File: src/rtl/tone_pkg.sv
// Shared definitions for the tone burst transmitter and its HearFreq receiver:
// command encodings, controller states and default half-periods at 100 MHz.
package tone_pkg;

  localparam logic [2:0] CMD_500 = 3'b001;
  localparam logic [2:0] CMD_1K  = 3'b010;
  localparam logic [2:0] CMD_1K5 = 3'b100;

  localparam int DEF_HALF_500 = 100_000;
  localparam int DEF_HALF_1K  = 50_000;
  localparam int DEF_HALF_1K5 = 33_333;

  typedef enum logic [1:0] {
    IDLE = 2'd0,
    TONE = 2'd1,
    GAP  = 2'd2
  } tone_state_t;

  function automatic int max3(input int a, input int b, input int c);
    int m;
    m = (a > b) ? a : b;
    return (m > c) ? m : c;
  endfunction

endpackage

File: src/rtl/tone_divider.sv
// Half-period counter and square-wave flop. Counts 1..half and toggles at half;
// clear starts a fresh high half, and dropping run parks the output low.
module tone_divider #(
  parameter int HW = 4
) (
  input  logic          clk,
  input  logic          rst_n,
  input  logic          clear,
  input  logic          run,
  input  logic [HW-1:0] half,
  output logic          tone,
  output logic          fall_pulse,
  output logic          rise_pulse
);

  logic [HW-1:0] cnt_q, cnt_d;
  logic          tone_q, tone_d;
  logic          at_half;

  // The pulses flag the edge the next clock would produce; they do not depend
  // on run, so the controller can use rise_pulse to veto the final rise.
  assign at_half    = (cnt_q == half);
  assign fall_pulse = at_half & tone_q;
  assign rise_pulse = at_half & ~tone_q;
  assign tone       = tone_q;

  always_comb begin
    cnt_d  = cnt_q;
    tone_d = tone_q;
    if (clear) begin
      cnt_d  = HW'(1);
      tone_d = 1'b1;
    end else if (!run) begin
      cnt_d  = HW'(1);
      tone_d = 1'b0;
    end else if (at_half) begin
      cnt_d  = HW'(1);
      tone_d = ~tone_q;
    end else begin
      cnt_d = cnt_q + HW'(1);
    end
  end

  always_ff @(posedge clk or negedge rst_n) begin
    if (!rst_n) begin
      cnt_q  <= HW'(1);
      tone_q <= 1'b0;
    end else begin
      cnt_q  <= cnt_d;
      tone_q <= tone_d;
    end
  end

endmodule

File: src/rtl/tone_burst_tx.sv
// Tone burst transmitter: accepts a one-hot tone command, plays BURST_PERIODS
// periods of the selected square wave, then holds a silent guard gap.
module tone_burst_tx
  import tone_pkg::*;
#(
  parameter int HALF_500      = DEF_HALF_500,
  parameter int HALF_1K       = DEF_HALF_1K,
  parameter int HALF_1K5      = DEF_HALF_1K5,
  parameter int BURST_PERIODS = 64,
  parameter int GAP_CYCLES    = 1_000_000
) (
  input  logic       clk,
  input  logic       rst_n,
  input  logic       enable,
  input  logic [2:0] command,
  input  logic       cmd_valid,
  output logic       cmd_ready,
  output logic       tone,
  output logic       busy,
  output logic       led,
  output logic       done,
  output logic       err
);

  localparam int HW = $clog2(max3(HALF_500, HALF_1K, HALF_1K5) + 1);
  localparam int PW = $clog2(BURST_PERIODS + 1);
  localparam int GW = $clog2(GAP_CYCLES + 1);

  tone_state_t   state_q, state_d;
  logic [HW-1:0] half_q, half_d;
  logic [PW-1:0] period_q, period_d;
  logic [GW-1:0] gap_q, gap_d;
  logic          done_q, done_d;
  logic          err_q, err_d;

  logic          handshake;
  logic          cmd_legal;
  logic [HW-1:0] cmd_half;
  logic          div_clear, div_run;
  logic          div_tone, fall_pulse, rise_pulse;
  logic          last_rise;

  assign cmd_ready = (state_q == IDLE) & enable;
  assign handshake = cmd_valid & cmd_ready;
  assign busy      = (state_q != IDLE);
  assign led       = busy;
  assign tone      = div_tone;
  assign done      = done_q;
  assign err       = err_q;

  always_comb begin
    cmd_legal = 1'b1;
    cmd_half  = HW'(HALF_500);
    case (command)
      CMD_500: cmd_half = HW'(HALF_500);
      CMD_1K:  cmd_half = HW'(HALF_1K);
      CMD_1K5: cmd_half = HW'(HALF_1K5);
      default: cmd_legal = 1'b0;
    endcase
  end

  // The burst ends at the rise that would start period BURST_PERIODS+1.
  assign last_rise = rise_pulse && (period_q == PW'(BURST_PERIODS));

  always_comb begin
    state_d   = state_q;
    half_d    = half_q;
    period_d  = period_q;
    gap_d     = gap_q;
    done_d    = 1'b0;
    err_d     = 1'b0;
    div_clear = 1'b0;
    div_run   = 1'b0;
    if (!enable) begin
      state_d = IDLE;
    end else begin
      unique case (state_q)
        IDLE: begin
          if (handshake) begin
            if (cmd_legal) begin
              half_d    = cmd_half;
              period_d  = '0;
              gap_d     = '0;
              div_clear = 1'b1;
              state_d   = TONE;
            end else begin
              err_d = 1'b1;
            end
          end
        end
        TONE: begin
          if (last_rise) begin
            gap_d   = GW'(1);
            state_d = GAP;
          end else begin
            div_run = 1'b1;
            if (fall_pulse) period_d = period_q + PW'(1);
          end
        end
        GAP: begin
          if (gap_q == GW'(GAP_CYCLES)) begin
            done_d  = 1'b1;
            state_d = IDLE;
          end else begin
            gap_d = gap_q + GW'(1);
          end
        end
        default: state_d = IDLE;
      endcase
    end
  end

  always_ff @(posedge clk or negedge rst_n) begin
    if (!rst_n) begin
      state_q  <= IDLE;
      half_q   <= HW'(HALF_500);
      period_q <= '0;
      gap_q    <= '0;
      done_q   <= 1'b0;
      err_q    <= 1'b0;
    end else begin
      state_q  <= state_d;
      half_q   <= half_d;
      period_q <= period_d;
      gap_q    <= gap_d;
      done_q   <= done_d;
      err_q    <= err_d;
    end
  end

  tone_divider #(
    .HW(HW)
  ) u_divider (
    .clk       (clk),
    .rst_n     (rst_n),
    .clear     (div_clear),
    .run       (div_run),
    .half      (half_q),
    .tone      (div_tone),
    .fall_pulse(fall_pulse),
    .rise_pulse(rise_pulse)
  );

endmodule
File: config.mk
export PLATFORM = sky130hd
export DESIGN_NAME = tone_burst_tx
export DESIGN_NICKNAME = d
export VERILOG_FILES = /design/src/rtl/tone_pkg.sv /design/src/rtl/tone_divider.sv /design/src/rtl/tone_burst_tx.sv
export SDC_FILE = /design/constraint.sdc
export NUM_CORES = 1
export LEC_CHECK = 0
export ABC_AREA = 0
export BUFFER_PORTS_ARGS = -buffer_cell sky130_fd_sc_hd__buf_2
export CORE_MARGIN = 2
export CORE_UTILIZATION = 56
export DETAILED_ROUTE_END_ITERATION = 8
export MAX_ROUTING_LAYER = met4
export PLACE_DENSITY = 0.74
export RECOVER_POWER = 25
export SYNTH_ARGS = -nofsm -noshare
export SYNTH_HDL_FRONTEND = slang
export SYNTH_SLANG_ARGS = --single-unit
File: constraint.sdc
create_clock -name clk -period 3.3 [get_ports clk]
set_input_delay 0.66 -clock clk [delete_from_list [all_inputs] [get_ports clk]]
set_output_delay 0.66 -clock clk [all_outputs]
set_load 0.01 [all_outputs]
==> flow_metrics.py <==
metrics = {
    "route": {
        "drtIter0Drc": 186,
        "wl_per_cell_microns": 16.9,
        "drt_pass1_iterations": 7,
        "drt-met1-wl_mm": 3.60,
        "met2WireLength_mm": 3.53,
        "wirelength_mm": 7.67,
        "vias_per_cell": 6.55,
        "dr_total_vias": 2974,
        "top_layer": "met4",
        "drc": 0,
        "wl_met3_microns": 400,
        "ant_nets": 0,
    },
    "synth": {
        "yosys_register_bits": 54,
        "yosys_warnings": 0,
        "syn_avg_cell_area_sq_um": 8.95,
        "synth_ff_type": "dfrtp_1",
        "synthCells": 373,
        "synth_edf_count": 0,
        "netlist.top_cell.by_area": "dfrtp_1",
        "synth_top_area_share_pct": 38.2,
        "syn_nets": 389,
        "async_reset_ff_share_pct": 100,
        "yosysUniqueCellTypes": 60,
        "synth_area_sq_um": 3340,
        "synthTopCellsByArea": "dfrtp_1 (38%), o41ai_1 (5.0%), nand3_1 (4.0%)",
        "seq_area_frac_synth_pct": 40.6,
    },
    "clocking": {
        "cts_tree": "yes",
        "htree_levels": 2,
        "ctsHoldBuffers": 0,
        "cts_buffers": 5,
        "cts-resized-gates": 0,
        "clk_latency_ns": 0.30,
        "root_buffer": "clkbuf_8",
        "clkTransAtPathRegs_ns": 0.09,
        "post_cts_buffers": 0,
        "clk_path_buf_depth": 2,
        "clock_sinks": 54,
    },
    "setup_path": {
        "path_cells": "or4_1 -> a222oi_1 -> a31oi_1 -> or4_1 -> buf_4 -> o31ai_1",
        "cp-start-kind": "flop",
        "cp_slowest_cell": "or4_1",
        "cp-end-kind": "flop",
        "crit_top_cell": "or4_1",
        "worstPathRequired_ns": 3.51,
        "arrival_ns": 3.15,
        "worstPathMaxFanout": 9,
        "worst-setup-path-type": "flop to flop",
        "critical_path.max_stage_delay_ns": 0.78,
    },
    "global_route": {
        "grt_usage_pct": 25.4,
        "grt_first_pass_wirelength_mm": 12.8,
        "antenna_found_initial": 0,
        "first_global_vias": 2662,
        "overflow": 0,
        "grt_max_degree": 41,
    },
    "die": {
        "num_rows": 28,
        "die_h_microns": 81.2,
        "core_sq_um": 5850,
        "io-pin-count": 13,
        "die_x_microns": 81.2,
        "start_util_pct": 57.1,
        "die_area_sq_um": 6600,
    },
    "sta": {
        "final_hold_viol_count": 0,
        "skew_ns": 0.00974,
        "rsz0062_at_grt": "false",
        "tightest_slew_ns": 2.24,
        "relSlewSlack_pct": -49.3,
        "fin_ws_ns": 0.354,
        "max_freq_mhz": 339,
        "drv_slew": 41,
        "finalSetupTns_ns": 0,
        "finalSetupViolations": 0,
        "fin_crit_ns": 2.95,
        "period_share_pct": 89.3,
    },
    "power": {
        "comb_power_share_pct": 11.4,
        "peakVddDrop_uv": 212,
        "p_switching_w": 0.000316,
        "p_leak_nw": 1.46,
        "p_int_w": 0.000884,
        "clkPwrFrac_pct": 30.0,
        "power_w": 0.00120,
        "sw_frac_of_total_pct": 26.3,
        "power_density_nw_per_um2": 339,
        "sequentialPowerShare_pct": 58.7,
    },
    "run": {
        "drv_cap": 1,
    },
    "place": {
        "gp_congestion": 0.856,
        "dp_hpwl_mm": 5.35,
        "dp_worst_setup_slack_ns": 0.359,
        "io_buffers": 12,
    },
    "cells_and_area": {
        "syn_to_final_growth_pct": 6.03,
        "layout-drive-gt1-share_pct": 10.8,
        "fin_nets": 394,
        "diodes": 0,
        "nFillCells": 505,
    },
    "outcome": {
        "violations": "max-capacitance violations, max-slew violations",
        "status": "complete, but fails checks",
    },
    "hold_path": {
        "hp-class": "flop to flop",
    },
}
-- metrics by stage --
| stage | cell area, sq um | util, % | hold slack (ns) | std cells |
|---|---|---|---|---|
| final | 3540 | 60.5 | 0.519 | 454 |
| after global routing | 3540 | 60.5 | 0.539 | 454 |
| after CTS | 3540 | 60.5 | 0.515 | 454 |
| after detailed placement | 3460 | 59.2 | 0.505 | 446 |
| after global placement | 3460 | 59.2 | 0.485 | 446 |
| after floorplan | 3340 | - | 0.364 | 373 |
-- cells by family after synthesis --
family,Yosys count,synth area share [%]
buf+inv,45,5.66
xor+xnor,19,4.98
compound gates,80,18.5
simple gates,162,25.7
fa+ha+maj,9,3.37
flops,54,40.6
mux,4,1.20
-- cells in the mapped netlist, types with 5 or more instances --
library cell   n
dfrtp_1       51
nand3_1       27
xor2_1         8
and3_1        11
a31oi_1       11
clkbuf_1      20
o41ai_1       19
xnor2_1       11
nand2_1       27
nand4_1        9
ha_1           9
inv_1         20
nor3_1         9
o31ai_1        6
nor4_1         8
o21ai_0        5
nand2b_1       5
nor2_1        36
a21oi_1        7
-- cell type report --
class	instances	area [sq um]	share of cell area (%)
multi-input cells	274	1800	50.7
clock buffers	8	80.1	2.26
inverters	20	75.1	2.12
well taps	75	93.8	2.65
repair buffers	23	141	3.99
flip-flops and latches	54	1360	38.3
-- per-layer routing --
| metal | GRT usage (%) | up-vias |
|---|---|---|
| met2 | 40.6 | 121 |
| met3 | 4.22 | 22 |
| li1 | - | 1404 |
| met1 | 33.8 | 1427 |
| met5 | - | - |
| met4 | 6.78 | 0 |
-- layout by cell type (no fill, tap or decap), types with 3 or more instances in the layout --
cell type and instances:
nor2_1 36, o22ai_1 4, nand3_1 27, and3_1 11, clkbuf_1 4, buf_4 11, or3_1 3, o31ai_1 6
a21oi_1 7, nor4b_1 4, o21ai_0 5, xor2_1 8, nor3_1 9, o31ai_2 4, a31oi_1 11, dfrtp_1 51
or4_1 4, nand4_1 9, a41oi_1 4, dfstp_2 3, clkbuf_8 5, xnor2_1 11, nand2_1 27, inv_1 20
mux2i_1 4, nor4_1 8, buf_2 11, nand2b_1 5, o21ai_1 4, o41ai_1 19, ha_1 9
-- critical path: cells and delay by family, from the launching register on --
family / cells / cell delay (ns)
AND/OR/NAND/NOR: 2 / 1.29
AO/OA/AOI/OAI: 3 / 0.84
flip-flops: 1 / 0.44
buffers and inverters: 1 / 0.28
-- final timing paths --
path | slack, ns | from | to | cells past startpoint
min in group asynchronous | 1.01 | rst_n | u_divider.cnt_q[11] | 1
max reg2reg | 0.35 | u_divider.cnt_q[8] | gap_q[15] | 6
min reg2reg | 0.52 | gap_q[18] | gap_q[18] | 1
max in group asynchronous | 1.01 | rst_n | gap_q[8] | 1
min | 0.52 | gap_q[18] | gap_q[18] | 1
max | 0.35 | u_divider.cnt_q[8] | gap_q[15] | 6
-- state kept, by name, summed over array words and instances, names as in the netlist --
| name | flops |
|---|---|
| gap_q | 20 |
| period_q | 7 |
| u_divider.cnt_q | 17 |
| u_divider.tone | 1 |
| state_q | 2 |
| done | 1 |
| half_q | 5 |
| err | 1 |
-- power groups by stage --
stage / clock (W) / combinational [W] / sequential [W]
after detailed placement: 0 / 0.000135 / 0.000717
after CTS: 0.000368 / 0.000137 / 0.000704
after global placement: 0 / 0.000132 / 0.000716
final: 0.000360 / 0.000137 / 0.000704
after global routing: 0.000399 / 0.000154 / 0.000707
after floorplan: 0 / 0.0000911 / 0.000709
(Power assumes the default switching activity.)
